<file path="src/rtl/pipe_stage_skid_pkg.sv">
// Shared pipeline package: control-bundle field layout, NOP encoding, width
// helper and the per-cycle stage control struct used by the skid stage.
package pipe_stage_skid_pkg;

    // Control bundle carried alongside each pipeline entry (24 bits).
    typedef struct packed {
        logic [7:0] opcode;
        logic [4:0] rd;
        logic [4:0] rs1;
        logic [4:0] rs2;
        logic       we;
    } ctrl_t;

    localparam int unsigned CTRL_BUNDLE_W = $bits(ctrl_t);

    // Bubble encoding: no register write, opcode 0.
    localparam ctrl_t CTRL_NOP = '0;

    // Per-cycle update decisions for the two entry registers.
    typedef struct packed {
        logic main_valid;
        logic main_load;
        logic main_from_skid;
        logic skid_valid;
        logic skid_load;
    } stage_ctrl_t;

    // Storage width for a field that may be configured to zero bits.
    function automatic int unsigned nz_w(input int unsigned w);
        return (w == 0) ? 1 : w;
    endfunction

endpackage

</file>
<file path="src/rtl/pipe_stage_skid_if.sv">
// Handshake bundle for one skid pipeline stage.
//   master : upstream producer / downstream consumer side (drives in_*, out_ready, flush)
//   slave  : the stage itself (drives in_ready, out_*, err)
// Zero-width payloads are carried as a single unused bit.
interface pipe_stage_skid_if
    import pipe_stage_skid_pkg::*;
#(
    parameter int unsigned DATA_W = 16,
    parameter int unsigned CTRL_W = 24
);
    localparam int unsigned DATA_SW = nz_w(DATA_W);
    localparam int unsigned CTRL_SW = nz_w(CTRL_W);

    logic               in_valid;
    logic               in_ready;
    logic [CTRL_SW-1:0] in_ctrl;
    logic [DATA_SW-1:0] in_data;
    logic               out_valid;
    logic               out_ready;
    logic [CTRL_SW-1:0] out_ctrl;
    logic [DATA_SW-1:0] out_data;
    logic               flush;
    logic               err;

    modport master (
        output in_valid, in_ctrl, in_data, out_ready, flush,
        input  in_ready, out_valid, out_ctrl, out_data, err
    );

    modport slave (
        input  in_valid, in_ctrl, in_data, out_ready, flush,
        output in_ready, out_valid, out_ctrl, out_data, err
    );
endinterface

</file>
<file path="src/rtl/pipe_stage_skid_entry_reg.sv">
// pipe_entry_reg: one pipeline entry (valid bit + payload).
//   clk, rst      : clock, async active-high reset (clears valid and payload)
//   valid_d       : next valid bit, taken every cycle
//   load, pay_d   : payload load enable and value
//   valid_q, pay_q: registered entry
module pipe_entry_reg #(
    parameter int unsigned PAY_W = 1
) (
    input  logic             clk,
    input  logic             rst,
    input  logic             valid_d,
    input  logic             load,
    input  logic [PAY_W-1:0] pay_d,
    output logic             valid_q,
    output logic [PAY_W-1:0] pay_q
);

    // Payload only moves on load so it holds through bubbles and flushes.
    always_ff @(posedge clk or posedge rst) begin
        if (rst) begin
            valid_q <= 1'b0;
            pay_q   <= '0;
        end else begin
            valid_q <= valid_d;
            if (load) begin
                pay_q <= pay_d;
            end
        end
    end

endmodule

</file>
<file path="src/rtl/pipe_stage_skid.sv">
// pipe_stage_skid: one-entry-latency pipeline register with a skid entry so
// in_ready is fully registered. Flush discards everything held; out_ctrl is
// forced to NOP_CTRL whenever no entry is presented; err flags an upstream
// offer withdrawn before it was accepted.
//   clk, rst : clock, async active-high reset
//   bus      : slave side of pipe_stage_skid_if (in_*, out_*, flush, err)
module pipe_stage_skid
    import pipe_stage_skid_pkg::*;
#(
    parameter int unsigned DATA_W = 16,
    parameter int unsigned CTRL_W = 24,
    parameter logic [((CTRL_W > 0) ? CTRL_W : 1)-1:0] NOP_CTRL = '0
) (
    input  logic              clk,
    input  logic              rst,
    pipe_stage_skid_if.slave  bus
);

    localparam int unsigned DATA_SW = nz_w(DATA_W);
    localparam int unsigned CTRL_SW = nz_w(CTRL_W);
    localparam int unsigned PAY_W   = CTRL_SW + DATA_SW;

    logic [CTRL_SW-1:0] in_ctrl_k;
    logic [DATA_SW-1:0] in_data_k;
    logic [PAY_W-1:0]   in_pay;
    logic [PAY_W-1:0]   main_pay_d;
    logic [PAY_W-1:0]   main_pay;
    logic [PAY_W-1:0]   skid_pay;
    logic               main_valid;
    logic               skid_valid;
    logic               in_fire;
    logic               main_free;
    logic               pend_q;
    logic               err_q;
    stage_ctrl_t        sc;

    // Zero-width fields are stored as constant zero.
    assign in_ctrl_k = (CTRL_W > 0) ? bus.in_ctrl : '0;
    assign in_data_k = (DATA_W > 0) ? bus.in_data : '0;
    assign in_pay    = {in_ctrl_k, in_data_k};

    // in_ready comes straight from the skid valid flop.
    assign in_fire   = bus.in_valid & ~skid_valid;
    assign main_free = ~main_valid | bus.out_ready;

    // Entry movement: flush dominates, then drain/refill of main, then skid capture.
    always_comb begin
        sc.main_valid     = main_valid;
        sc.main_load      = 1'b0;
        sc.main_from_skid = 1'b0;
        sc.skid_valid     = skid_valid;
        sc.skid_load      = 1'b0;
        if (bus.flush) begin
            sc.main_valid = 1'b0;
            sc.skid_valid = 1'b0;
        end else if (main_free) begin
            if (skid_valid) begin
                // Older skid entry goes first; upstream is stalled this cycle.
                sc.main_valid     = 1'b1;
                sc.main_load      = 1'b1;
                sc.main_from_skid = 1'b1;
                sc.skid_valid     = 1'b0;
            end else if (in_fire) begin
                sc.main_valid = 1'b1;
                sc.main_load  = 1'b1;
            end else begin
                sc.main_valid = 1'b0;
            end
        end else if (in_fire) begin
            sc.skid_valid = 1'b1;
            sc.skid_load  = 1'b1;
        end
    end

    assign main_pay_d = sc.main_from_skid ? skid_pay : in_pay;

    pipe_entry_reg #(.PAY_W(PAY_W)) u_main (
        .clk     (clk),
        .rst     (rst),
        .valid_d (sc.main_valid),
        .load    (sc.main_load),
        .pay_d   (main_pay_d),
        .valid_q (main_valid),
        .pay_q   (main_pay)
    );

    pipe_entry_reg #(.PAY_W(PAY_W)) u_skid (
        .clk     (clk),
        .rst     (rst),
        .valid_d (sc.skid_valid),
        .load    (sc.skid_load),
        .pay_d   (in_pay),
        .valid_q (skid_valid),
        .pay_q   (skid_pay)
    );

    // Sticky error: a stalled, unflushed offer disappears the next cycle.
    always_ff @(posedge clk or posedge rst) begin
        if (rst) begin
            pend_q <= 1'b0;
            err_q  <= 1'b0;
        end else begin
            pend_q <= bus.in_valid & skid_valid & ~bus.flush;
            if (pend_q & ~bus.in_valid & ~bus.flush) begin
                err_q <= 1'b1;
            end
        end
    end

    assign bus.in_ready  = ~skid_valid;
    assign bus.out_valid = main_valid;
    assign bus.out_ctrl  = main_valid ? main_pay[PAY_W-1 -: CTRL_SW] : NOP_CTRL;
    assign bus.out_data  = main_pay[DATA_SW-1:0];
    assign bus.err       = err_q;

endmodule

</file>
<file path="src/flat_wrapper.sv">
// flat-port wrapper written by rule: the top's interface ports become plain ports
module pipe_stage_skid_flat import pipe_stage_skid_pkg::*;
#(
    parameter int unsigned DATA_W = 16,
    parameter int unsigned CTRL_W = 24,
    parameter logic [((CTRL_W > 0) ? CTRL_W : 1)-1:0] NOP_CTRL = '0
)
  (clk, rst, bus_in_valid, bus_in_ctrl, bus_in_data, bus_out_ready, bus_flush, bus_in_ready, bus_out_valid, bus_out_ctrl, bus_out_data, bus_err);
  pipe_stage_skid_if #(.DATA_W(DATA_W), .CTRL_W(CTRL_W)) bus_i ();
  input  logic clk;
  input  logic rst;
  input wire logic [$bits(bus_i.in_valid)-1:0] bus_in_valid;
  input wire logic [$bits(bus_i.in_ctrl)-1:0] bus_in_ctrl;
  input wire logic [$bits(bus_i.in_data)-1:0] bus_in_data;
  input wire logic [$bits(bus_i.out_ready)-1:0] bus_out_ready;
  input wire logic [$bits(bus_i.flush)-1:0] bus_flush;
  output wire logic [$bits(bus_i.in_ready)-1:0] bus_in_ready;
  output wire logic [$bits(bus_i.out_valid)-1:0] bus_out_valid;
  output wire logic [$bits(bus_i.out_ctrl)-1:0] bus_out_ctrl;
  output wire logic [$bits(bus_i.out_data)-1:0] bus_out_data;
  output wire logic [$bits(bus_i.err)-1:0] bus_err;
  assign bus_i.in_valid = bus_in_valid;
  assign bus_i.in_ctrl = bus_in_ctrl;
  assign bus_i.in_data = bus_in_data;
  assign bus_i.out_ready = bus_out_ready;
  assign bus_i.flush = bus_flush;
  assign bus_in_ready = bus_i.in_ready;
  assign bus_out_valid = bus_i.out_valid;
  assign bus_out_ctrl = bus_i.out_ctrl;
  assign bus_out_data = bus_i.out_data;
  assign bus_err = bus_i.err;
  pipe_stage_skid #(.DATA_W(DATA_W), .CTRL_W(CTRL_W), .NOP_CTRL(NOP_CTRL)) u_core (.clk(clk), .rst(rst), .bus(bus_i));
endmodule
</file>
<file path="config.mk">
export PLATFORM = sky130hd
export DESIGN_NAME = pipe_stage_skid_flat
export DESIGN_NICKNAME = d
export VERILOG_FILES = /design/src/rtl/pipe_stage_skid_pkg.sv /design/src/rtl/pipe_stage_skid_if.sv /design/src/rtl/pipe_stage_skid_entry_reg.sv /design/src/rtl/pipe_stage_skid.sv /design/src/flat_wrapper.sv
export SDC_FILE = /design/constraint.sdc
export NUM_CORES = 1
export LEC_CHECK = 0
export CAP_MARGIN = 40
export CORE_AREA = 4 4 94 96
export CTS_CLUSTER_DIAMETER = 100
export DETAILED_ROUTE_END_ITERATION = 10
export DIE_AREA = 0 0 98 100
export GPL_ROUTABILITY_DRIVEN = 0
export PLACE_DENSITY = 0.77
export REMOVE_ABC_BUFFERS = 1
export SYNTH_ARGS = -nofsm -noshare
export SYNTH_HDL_FRONTEND = slang
export SYNTH_SLANG_ARGS = --single-unit
</file>
<file path="constraint.sdc">
create_clock -name clk -period 3 [get_ports clk]
set_input_delay 0.6 -clock clk [delete_from_list [all_inputs] [get_ports clk]]
set_output_delay 0.6 -clock clk [all_outputs]
set_load 0.01 [all_outputs]
</file>
==> metrics.txt, run 1 <==
EDFF count, synth=0; WP data required=2.40 ns; I/O pin cnt=88; clk_skew=0.008808 ns; # setup viols final=0; share of post-route cells with drive strength above 1=29.34%; Root Driver=clkbuf_8; clock tree buffer depth=2; Top FF cell, synth=dfrtp_1; CP Capture Type=output port; die height=100 µm; detailed-route via count=2296; synthesis warning total=0; most common cell in the netlist=dfrtp_1; initial antenna violation count=0; Synth area leaders=dfrtp_1, mux2_2, mux2_1; slowest CP cell=dfrtp_1; number of synthesized register bits=84; area growth from synthesis to layout=27.29%; starting density of the core=48.41%; CP max stage delay=0.85 ns; GRT Util Overall=about 16%; DR WL/cell=15.74 µm; final wirelength=7.177 mm; Worst Path Max Fanout=27; Die ar.=9800 µm²; unrepaired setup endpoints after global routing=no; CTS Buf Count=9; Placement Rows=33; cts hold-fix bufs=0; DP Wirelength=4.650 mm; 1st-iter DRT viols=64; Clock Latency Late Sink=0.35 ns; Ant. Diodes=0; FFs w/ async S/R, synth=100.0%; max_slew headroom=48.21%; top cell type's share of synthesized area=53.93%; Setup CP Type=reg -> out; LEAKAGE=slightly above 2 nW; fmax=388.1 MHz; Setup Fix Bufs, Post-CTS=0; clk slew on worst S/H paths=around 0.080 ns; mapped cell area=3897 µm²; number of vias per cell=5.035; Final min period=2.577 ns; final hold vios=0; clk sinks=between 80 and 90; VDD IR-drop max=0.3544 mV; number of distinct library cells after synthesis=16; Tot Pwr=2.797 mW; WP data arrival=between 1.5 and 2 ns; final period utilization=about 86%; setup_tns=0 ns; post-cts sizing count=0; startpoint types=register; vias in the first global route=2518; Antenna Nets Post-Route=0; H-tree depth=3; Yosys top cell by area=dfrtp_1; actual slew at the worst max-slew pin=0.7768 ns; HP Class=reg -> reg; top cells by count, synth=dfrtp_1, mux2_2, mux2_1; final-report max-slew violation count=0; Max Cap Viol=0; first-pass GRT wire length=about 12 mm; critical path cell sequence=and2_1 > clkdlybuf4s50_1; Die Wd=98 µm; final layout net count=391; power density cells=563.7 nW/µm²; Core Region=between 8000 and 9000 µm²; CTS tree=done; Mapped Cells=273; Avg Inst Size Synth=14.28 µm²; largest net degree at the start of global routing=42; PortBufs=87; DR pass1 iterations=3; register area share after synthesis=roughly 54%; outcome=finished, final reports clean; # DRC=0; grt total ovfl=0
-- critical path, delay by kind of cell, from the launching register on --
kind                   cells  cell delay [ns]
buffers and inverters      1             0.56
AND/OR/NAND/NOR            1             0.22
flip-flops                 1             0.85
-- where the power goes --
| group | switching (mW) | internal, mW |
|---|---|---|
| Sequential | 0.113 | 1.37 |
| Clock | 0.403 | 0.325 |
| Combinational | 0.196 | 0.389 |
-- final timing paths --
path | from | end | slack, ns | cells past startpoint
max in group asynchronous | rst | u_core.u_main.pay_q[11]$_DFFE_PP0P_ | 1.59 | 3
worst max register to register | u_core.u_main.valid_q$_DFFE_PP0P_ | u_core.u_skid.pay_q[14]$_DFFE_PP0P_ | 0.85 | 4
worst max-delay path | u_core.u_main.valid_q$_DFFE_PP0P_ | bus_out_ctrl[10] | 0.42 | 2
worst min register to register | u_core.bus.err$_DFFE_PP0P_ | u_core.bus.err$_DFFE_PP0P_ | 0.46 | 1
worst min-delay path | u_core.bus.err$_DFFE_PP0P_ | u_core.bus.err$_DFFE_PP0P_ | 0.46 | 1
min in group asynchronous | rst | u_core.u_skid.pay_q[34]$_DFFE_PP0P_ | 0.65 | 2
-- through the flow --
stage                     setup slack, ns  hold WS (ns)  utilization (%)  instance area (µm²)  instances
final                              0.4234        0.4566            61.62                 4961        456
after global routing               0.2308        0.4790            61.62                 4961        456
after CTS                          0.3700        0.4626            61.62                 4961        456
after detailed placement           0.5309        0.4442            59.39                 4782        440
after global placement             0.5897        0.4322            59.39                 4782        440
after floorplan                    -1.073        0.4257                -                 3680        242
-- cell usage in the layout (no fill, tap or decap), types with 2 or more instances in the layout --
cell type,n
clkinvlp_4,2
dfrtp_1,84
clkinv_2,2
mux2_1,42
nor2_1,3
buf_12,3
and2_1,24
inv_1,2
mux2_2,78
clkbuf_8,10
clkinv_4,2
clkdlybuf4s50_1,87
buf_4,3
-- metal layers --
metal	GRT usage (%)	up-vias	wire, µm	part of all wire, %
li1	-	1073	-	-
met5	0	-	0	0
met2	26.28	56	3549	49
met3	4.031	9	369	5.1
met4	7.029	0	106	1.5
met1	20.25	1158	3152	44
-- kinds of logic (layout without fill, tap and decap cells) --
family / count (synthesis) / after routing / share of synthesized area, %
muxes: 120 / 120 / 34.67
DFF: 84 / 84 / 53.93
buffers and inverters: 34 / 112 / 5.875
and+or+nand+nor: 33 / 33 / 5.201
AOI/OAI and AO/OA: 2 / 2 / 0.3210
-- sequential cells by signal (all words and copies together) (netlist names) --
signal / count
u_core.bus.err: 1
u_core.pend_q: 1
u_core.u_skid.valid_q: 1
u_core.u_main.pay_q: 40
u_core.u_skid.pay_q: 40
u_core.u_main.valid_q: 1
-- final cells by class --
cell class | count | area (µm²)
multi-input combinational | 155 | 1583
fill | 638 | 3090
timing repair buffer | 93 | 953.4
sequential | 84 | 2102
clock inverter | 5 | 37.54
clock buffer | 11 | 141.4
tap | 105 | 131.4
inverter | 3 | 12.51
No activity file was read; power rests on OpenSTA's default activity.
==> run 2: changes to the inputs <==
Settings changed: CORE_AREA 4 4 94 96 to 4 4 99 101, DIE_AREA 0 0 98 100 to 0 0 103 105, PLACE_DENSITY 0.77 to 0.7.
==> run 2 against run 1 <==
Compared with the run above:
- largest power group unchanged
- wire length grew 2.1%
- final cell count grew 1.1%
- clock skew shrank 0.0035 ns
- critical endpoint is now bus_out_ctrl[23]
==> metrics.txt, run 2 (synthesis results as in run 1) <==
outcome=finished, final reports clean (unchanged); Die Wd=103 µm (was 98 µm); Placement Rows=35 (was 33); Clock Latency Late Sink=0.34 ns (was 0.35 ns); share of post-route cells with drive strength above 1=28.86% (was 29.34%); CTS tree=done (unchanged); LEAKAGE=2.076 nW (was 2.055 nW); Internal=2.252 mW (was 2.084 mW); Root Driver=clkbuf_8 (unchanged); Switching Share=23.40% (was 25.46%); Max Cap Viol=0 (unchanged); H-tree depth=3 (unchanged); DP Worst Slack=0.5446 ns (was 0.5309 ns); area of placed instances=4795 µm² (was 4782 µm²); PnR worst setup slack=0.3636 ns (was 0.4234 ns); Ant. Diodes=0 (unchanged); detailed-route via count=2253 (was 2296); Final min period=2.636 ns (was 2.577 ns); first-pass GRT wire length=12.07 mm (was 12.48 mm); clk slew on worst S/H paths=0.08 ns (about the same); DP Wirelength=4.650 mm (unchanged); # setup viols final=0 (unchanged); Setup CP Type=reg -> out (unchanged); commonest non-fill, non-tap cells in the layout=clkdlybuf4s50_1, dfrtp_1, mux2_2 (unchanged); clk_skew=0.005319 ns (was 0.008808 ns); final layout net count=390 (was 391); final hold vios=0 (unchanged); final-report max-slew violation count=0 (unchanged); final period utilization=87.88% (was 85.89%); Core Region=9021 µm² (was 8051 µm²); post-cts sizing count=0 (unchanged); die height=105 µm (was 100 µm); WP data required=2.40 ns (about the same); DR WL/cell=15.90 µm (was 15.74 µm); startpoint types=register (unchanged); max_slew headroom=43.22% (was 48.21%); DR pass1 iterations=4 (was 3); Antenna Nets Post-Route=0 (unchanged); WP data arrival=2.04 ns (was 1.98 ns); clock tree buffer depth=2 (unchanged); I/O pin cnt=88 (unchanged); VDD IR-drop max=0.3206 mV (was 0.3544 mV); cts hold-fix bufs=0 (unchanged); Worst Path Max Fanout=27 (unchanged); power density cells=586.5 nW/µm² (was 563.7 nW/µm²); Setup Fix Bufs, Post-CTS=0 (unchanged); Net Sw Power=688.0 µW (was 712.1 µW); # DRC=0 (unchanged); hold slack=0.4617 ns (was 0.4566 ns); unrepaired setup endpoints after global routing=no (unchanged); grt total ovfl=0 (unchanged); CTS Buf Count=9 (unchanged); combinational share of power=19.9% (was 20.9%); number of vias per cell=4.887 (was 5.035); commonest non-fill, non-tap cell in the layout=clkdlybuf4s50_1 (unchanged); Tot Pwr=2.940 mW (was 2.797 mW); largest net degree at the start of global routing=42 (unchanged); starting density of the core=43.20% (was 48.41%); final instance area=5012 µm² (was 4961 µm²); final wirelength=7.329 mm (was 7.177 mm); initial antenna violation count=0 (unchanged); Top Registers=u_core.u_main.pay_q x40, u_core.u_skid.pay_q x40 (unchanged); fillcell total=781 (was 638); area growth from synthesis to layout=28.60% (was 27.29%); vias in the first global route=2438 (was 2518); 1st-iter DRT viols=67 (was 64); clk sinks=84 (unchanged); fmax=379.3 MHz (was 388.1 MHz); HP Class=reg -> reg (unchanged); PortBufs=87 (unchanged); Clock power frac=29.7% (was 26.0%); GRT Util Overall=14.51% (was 16.03%); CP Capture Type=output port (unchanged); sequential share of power=50.5% (was 53.0%); actual slew at the worst max-slew pin=0.8517 ns (was 0.7768 ns); Die ar.=10820 µm² (was 9800 µm²)
[run 2: changes by cell type in the layout (fill, tap and decap cells not counted)]
cell,delta
buf_4,-2
bufinv_16,+2
clkinv_4,-2
buf_12,+1
clkbuf_1,+1
clkinvlp_4,-1
[run 2: metal layers]
metal | GRT usage (%) | up-vias | share of wire (%)
li1 | - | 1068 | -
met1 | 19.14 | 1121 | 45
met2 | 21.95 | 55 | 47
met3 | 3.872 | 9 | 5.7
met4 | 6.938 | 0 | 1.5
met5 | 0 | - | 0
[run 2: stage by stage]
stage	util (%)	setup TNS, ns	instances
floorplan	-	-64.74	242
global placement	53.15	0	445
detailed placement	53.15	0	445
CTS	55.56	0	461
global route	55.56	0	461
finish	55.56	0	461
[run 2: worst paths after layout]
kind | from | endpoint | slack, ns | cells after the start
min reg2reg | u_core.pend_q$_DFF_PP0_ | u_core.bus.err$_DFFE_PP0P_ | 0.46 | 1
max reg2reg | u_core.u_main.valid_q$_DFFE_PP0P_ | u_core.u_skid.pay_q[15]$_DFFE_PP0P_ | 0.80 | 4
max | u_core.u_main.valid_q$_DFFE_PP0P_ | bus_out_ctrl[23] | 0.36 | 2
min | u_core.pend_q$_DFF_PP0_ | u_core.bus.err$_DFFE_PP0P_ | 0.46 | 1
min in group asynchronous | rst | u_core.u_skid.pay_q[12]$_DFFE_PP0P_ | 0.63 | 2
max in group asynchronous | rst | u_core.bus.err$_DFFE_PP0P_ | 1.76 | 3
[run 2: worst max-delay path: stages (launching register included)]
cell,delay [ns]
dfrtp_1,0.90
and2_1,0.25
clkdlybuf4s50_1,0.54
[run 2: layout make-up]
class                   count  area, µm²  share of cell area [%]
well taps                 111      138.9                   2.771
clock buffers              12      145.1                   2.896
clock inverters             4      72.57                   1.448
flip-flops and latches     84       2102                   41.94
inverters                   3      12.51                  0.2496
repair buffers             92      958.4                   19.12
multi-input cells         155       1583                   31.58
[run 2: power groups by stage]
stage	clock, mW	combinational (mW)	sequential (mW)
after global routing	0.957	0.638	1.52
after detailed placement	0	0.594	1.51
after floorplan	0	0.315	1.49
after global placement	0	0.581	1.49
after CTS	0.903	0.596	1.49
final	0.872	0.584	1.48
==> edit 1 (flow settings as in run 1) <==
Make the reset (`rst`) synchronous in 2 clocked blocks. Comments in the files are not updated.
--- a/src/rtl/pipe_stage_skid_entry_reg.sv
+++ b/src/rtl/pipe_stage_skid_entry_reg.sv
@@ -16,7 +16,7 @@
 );
 
     // Payload only moves on load so it holds through bubbles and flushes.
-    always_ff @(posedge clk or posedge rst) begin
+    always_ff @(posedge clk) begin
         if (rst) begin
             valid_q <= 1'b0;
             pay_q   <= '0;
--- a/src/rtl/pipe_stage_skid.sv
+++ b/src/rtl/pipe_stage_skid.sv
@@ -95,7 +95,7 @@
     );
 
     // Sticky error: a stalled, unflushed offer disappears the next cycle.
-    always_ff @(posedge clk or posedge rst) begin
+    always_ff @(posedge clk) begin
         if (rst) begin
             pend_q <= 1'b0;
             err_q  <= 1'b0;
Formal check against the unedited RTL: differs if rst is asserted again (counterexample within 4 cycles, from zero or initial values and one cycle with rst high); with rst held inactive, the same outputs for 10 cycles.
==> edit 1 against run 1 <==
  * Setup slack better by 0.23 ns
  * Routed wire length is 45% higher
  * Hold slack better by 0.0010 ns
  * Global-route usage rose by 4.9 points
  * Critical endpoint is now bus_out_ctrl[13]
  * Die area is the same
  * Sequential cell count is the same
  * Cell area down 2.6%
  * Area after synthesis shrank 0.32%
Power is not compared: it rests on default switching activity, and its combinational part moved more than twofold at a synthesized area within 25%.
==> edit 1: results (changes against run 1) <==
[outcome]
status=finished, final reports clean

[detailed_routing]
routed_via_density=5.606  ; +11%
dr.pass1.iters=4  ; +1
drt-total-wl_um=10400  ; +45%
dr.first_iter.drc_count=212  ; +230%

[worst_setup_path]
r2r_end=u_core.u_skid.pay_q[31]$_SDFFE_PP0P_
reg2reg_depth=5  ; +1
cp-endpoint=bus_out_ctrl[13]
critPathSlowestCell=clkdlybuf4s50_1
cp_slowest_stage_delay_ns=0.54  ; -0.31 ns

[min_path]
hold_path_depth=2  ; +1
hold_end=u_core.u_main.pay_q[4]$_SDFFE_PP0P_
hold_start=u_core.u_main.pay_q[4]$_SDFFE_PP0P_

[layout]
fillerInstances=730  ; +14%
final_cells=627  ; +38%
nets=563  ; +44%

[power]
total_power_w=0.002109

[sta]
setup_slack_ns=0.6547  ; +0.2313 ns
worst_slew_pin_slew_ns=0.8419  ; +0.06507 ns
whs_ns=0.4576  ; +0.001017 ns
finalClockSkew_ns=0.01020  ; +0.001392 ns

[global_routing]
grt_usage_pct=20.98  ; +4.9 points
grt_pass1_wl_um=16860  ; +35%

[placement]
dp_hpwl_um=6588  ; +42%

[synth]
muxShareOfSynthArea_pct=0  ; -35 points
yosysSeqAreaShare_pct=43.29  ; -11 points
synth.area.top_cells=dfxtp_1 43%, a21oi_1 10%, o32ai_2 8.4%, nand3_1 5.3%, o32ai_1 4.3%
synthDistinctLibCells=27  ; +11
synthTopCellsByCount=84 x dfxtp_1, 80 x a21oi_1, 43 x nor2_1, 41 x nand3_1, 40 x inv_1
synthCells=469  ; +72%

## edit 1: cell count changes after synthesis, sizes merged, moves of 2 or more
| cell | run 1 | this run |
|---|---|---|
| dfxtp | 0 | 84 |
| and3 | 0 | 2 |
| dfrtp | 84 | 0 |
| clkbuf | 2 | 28 |
| buf | 29 | 33 |
| mux2 | 120 | 0 |
| nor2 | 3 | 43 |
| o32ai | 0 | 39 |
| nand3 | 0 | 41 |
| a21oi | 1 | 80 |
| nand2 | 0 | 2 |
| o21ai | 0 | 40 |
| inv | 3 | 40 |
## edit 1: metal layers
| layer | part of all wire, % | track usage, % | vias up |
|---|---|---|---|
| met2 | 51 | 38.43 | 103 |
| met1 | 43 | 25.08 | 1695 |
| li1 | - | - | 1707 |
| met5 | 0 | 0 | - |
| met3 | 5.1 | 3.475 | 10 |
| met4 | 1.3 | 6.603 | 0 |
## edit 1: worst max-delay path, delay by kind of cell (launching register included)
kind                   cells  cell delay, ns
buffers and inverters      2            0.83
AND/OR/NAND/NOR            1            0.19
flip-flops                 1            0.39
## edit 1: kinds of logic (layout without fill, tap and decap cells)
| kind of cell | after synthesis | after routing |
|---|---|---|
| DFF | 84 | 84 |
| AOI/OAI and AO/OA | 163 | 163 |
| buffers and inverters | 102 | 155 |
| and+or+nand+nor | 120 | 120 |
## edit 1: through the flow
step	TNS (ns)	utilization, %
final	0	60.00
after global routing	0	60.00
after CTS	0	60.00
after detailed placement	0	58.14
after global placement	0	57.79
after floorplan	-10.20	-
## edit 1: cell type report
cell class	instances	area, um2	area share, %
flip-flops and latches	84	1682	34.81
clock buffers	12	135.1	2.797
repair buffers	99	970.9	20.10
well taps	105	131.4	2.720
multi-input cells	283	1743	36.08
inverters	41	153.9	3.186
clock inverters	3	15.01	0.3108
==> edit 2 (config.mk and constraints of run 1) <==
Without the edit above. `DATA_W` is set to 16 in 3 places; all go to 14.
--- a/src/rtl/pipe_stage_skid_if.sv
+++ b/src/rtl/pipe_stage_skid_if.sv
@@ -5,7 +5,7 @@
 interface pipe_stage_skid_if
     import pipe_stage_skid_pkg::*;
 #(
-    parameter int unsigned DATA_W = 16,
+    parameter int unsigned DATA_W = 14,
     parameter int unsigned CTRL_W = 24
 );
     localparam int unsigned DATA_SW = nz_w(DATA_W);
--- a/src/rtl/pipe_stage_skid.sv
+++ b/src/rtl/pipe_stage_skid.sv
@@ -7,7 +7,7 @@
 module pipe_stage_skid
     import pipe_stage_skid_pkg::*;
 #(
-    parameter int unsigned DATA_W = 16,
+    parameter int unsigned DATA_W = 14,
     parameter int unsigned CTRL_W = 24,
     parameter logic [((CTRL_W > 0) ? CTRL_W : 1)-1:0] NOP_CTRL = '0
 ) (
--- a/src/flat_wrapper.sv
+++ b/src/flat_wrapper.sv
@@ -1,7 +1,7 @@
 // flat-port wrapper written by rule: the top's interface ports become plain ports
 module pipe_stage_skid_flat import pipe_stage_skid_pkg::*;
 #(
-    parameter int unsigned DATA_W = 16,
+    parameter int unsigned DATA_W = 14,
     parameter int unsigned CTRL_W = 24,
     parameter logic [((CTRL_W > 0) ? CTRL_W : 1)-1:0] NOP_CTRL = '0
 )
Interface: changed (resized bus_in_data and bus_out_data); port bits go from 88 to 84. No check against the original RTL was run, so the function may have changed too.
==> edit 2 against run 1 <==
  * Cell count down 3.1%
  * Critical endpoint is now bus_out_ctrl[19]
  * Combinational power about the same
  * Largest cell class unchanged
  * Global-route usage down 0.61 points
  * Area after synthesis down 2.4%
  * Setup slack better by 0.0063 ns
  * Total power up 2.7%
  * Cell area down 2.0%
  * Synthesized cell count down 4.8%
  * Sequential share of layout area down 1.2 points
  * Utilization down 1.2 points
  * Routed wire length down 2.1%
  * Sequential cell count down 4
==> edit 2: results (changes against run 1) <==
[clocking]
cts_resized=0  ; unchanged
root_buffer=clkbuf_8
cts_max_path_buffers=2  ; unchanged
htreeDepth=3  ; unchanged
clk_pin_slew_worst_paths_ns=0.08  ; about the same
cts_made_buffers=9  ; unchanged
post-cts-setup-buffer-count=0  ; unchanged
worstSkewPairLatency_ns=0.34
clock_sinks=80  ; -4.8%

[layout]
final_cells=442  ; -3.1%
fillerInstances=643  ; +0.78%
top_regs=u_core.u_main.pay_q x38, u_core.u_skid.pay_q x38
drive_above_1_share_pct=40.95  ; +12 points
n_antenna_cell=0  ; unchanged
nets=375  ; -4.1%

[placement]
placed_cells=426  ; -3.2%
placed_area_um2=4641  ; -3.0%
dp_hpwl_um=4624  ; -0.56%
portBuffers=83  ; -4.6%

[synth]
syn_area_per_cell_um2=14.63  ; +2.5%
synth.area.top_cells=dfrtp_1 53%, mux2_2 28%, mux2_4 7.1%, and2_1 3.9%, buf_4 3.4%
synthDistinctLibCells=19  ; +3
muxShareOfSynthArea_pct=35.53  ; +0.86 points
async_flop_share_pct=100.0  ; unchanged
synthTopCellsByCount=95 x mux2_2, 80 x dfrtp_1, 24 x and2_1, 18 x mux2_4, 17 x buf_4
synth-compound-area-share_pct=0.3289  ; +0.0079 points
yosysSeqAreaShare_pct=52.63  ; -1.3 points
ys.flop_type=dfrtp_1
synthAdderAreaFrac_pct=0  ; unchanged
yosysWarnings=0  ; unchanged
synth_xor_area_share_pct=0  ; unchanged

[detailed_routing]
vias=2189  ; -4.7%
dr.pass1.iters=3  ; unchanged
drt-total-wl_um=7027  ; -2.1%
dr.first_iter.drc_count=54  ; -16%
postRouteAntennaNets=0  ; unchanged

[power]
vdd_ir_drop_max_v=0.0003706  ; +4.6%
cellLeakagePower_nw=2.072  ; +0.81%
internal_power_w=0.002191  ; +5.1%

[global_routing]
grt_usage_pct=15.43  ; -0.61 points
grt_antenna_before_repair=0  ; unchanged
grt_max_degree=43  ; +2.4%
grt_pass1_wl_um=11940  ; -4.3%
grt_pass1_vias=2371  ; -5.8%

[worst_setup_path]
crit_arrival_ns=1.97
crit_start=u_core.u_main.valid_q$_DFFE_PP0P_
crit_fanout=27  ; unchanged

[sta]
worst_slew_pin_slew_ns=0.7568  ; -0.01996 ns
finalClockSkew_ns=0.008157  ; -0.0006511 ns

[min_path]
hold_start=u_core.pend_q$_DFF_PP0_
hold_path.class=reg2reg

[outcome]
status=finished, final reports clean

## edit 2: power by group through the flow
stage          sequential, W  clock (W)  combinational, W
3_3_place_gp         0.00143          0          0.000576
2_1_floorplan        0.00142          0          0.000329
4_1_cts              0.00142   0.000894          0.000595
3_5_place_dp         0.00144          0          0.000592
6_report             0.00142   0.000869          0.000583
5_1_grt              0.00145   0.000944          0.000633
## edit 2: cells by family (layout without fill, tap and decap cells)
kind of cell	count (synthesis)	in the layout
buf+inv	31	108
flops	80	80
mux	114	114
compound gates	2	2
simple gates	33	33
## edit 2: worst paths after layout
check	slack, ns	depth (start not counted)	to
max	0.43	2	bus_out_ctrl[19]
min	0.47	1	u_core.bus.err$_DFFE_PP0P_
max reg2reg	0.87	4	u_core.u_skid.pay_q[37]$_DFFE_PP0P_
min reg2reg	0.47	1	u_core.bus.err$_DFFE_PP0P_
max in group asynchronous	1.62	3	u_core.u_main.pay_q[0]$_DFFE_PP0P_
min in group asynchronous	0.67	2	u_core.u_skid.pay_q[14]$_DFFE_PP0P_
## edit 2: final cells by class
cell class | instances | area (um2) | area share (%)
multi-input cells | 149 | 1594 | 32.78
clock inverters | 5 | 80.08 | 1.647
well taps | 105 | 131.4 | 2.702
flip-flops and latches | 80 | 2002 | 41.17
inverters | 3 | 12.51 | 0.2573
repair buffers | 89 | 900.9 | 18.53
clock buffers | 11 | 141.4 | 2.908
## edit 2: layer usage
layer	vias up	track usage (%)	part of all wire, %
li1	1031	-	-
met4	0	6.390	1.6
met5	-	0	0
met2	52	24.45	48
met1	1098	20.99	46
met3	8	2.919	4.0
## edit 2: worst max-delay path, cell delays in order, from the launching register on
cell             delay (ns)
dfrtp_1                0.84
and2_1                 0.25
clkdlybuf4s50_1        0.54
## edit 2: stage by stage
step           total power [W]  hold slack, ns  setup WS [ns]
6_report              0.002871          0.4659         0.4297
5_1_grt               0.003031          0.5034         0.2615
4_1_cts               0.002910          0.4699         0.3978
3_5_place_dp          0.002034          0.4519         0.5307
3_3_place_gp          0.002005          0.4290         0.5493
2_1_floorplan         0.001752          0.4257        -0.4338
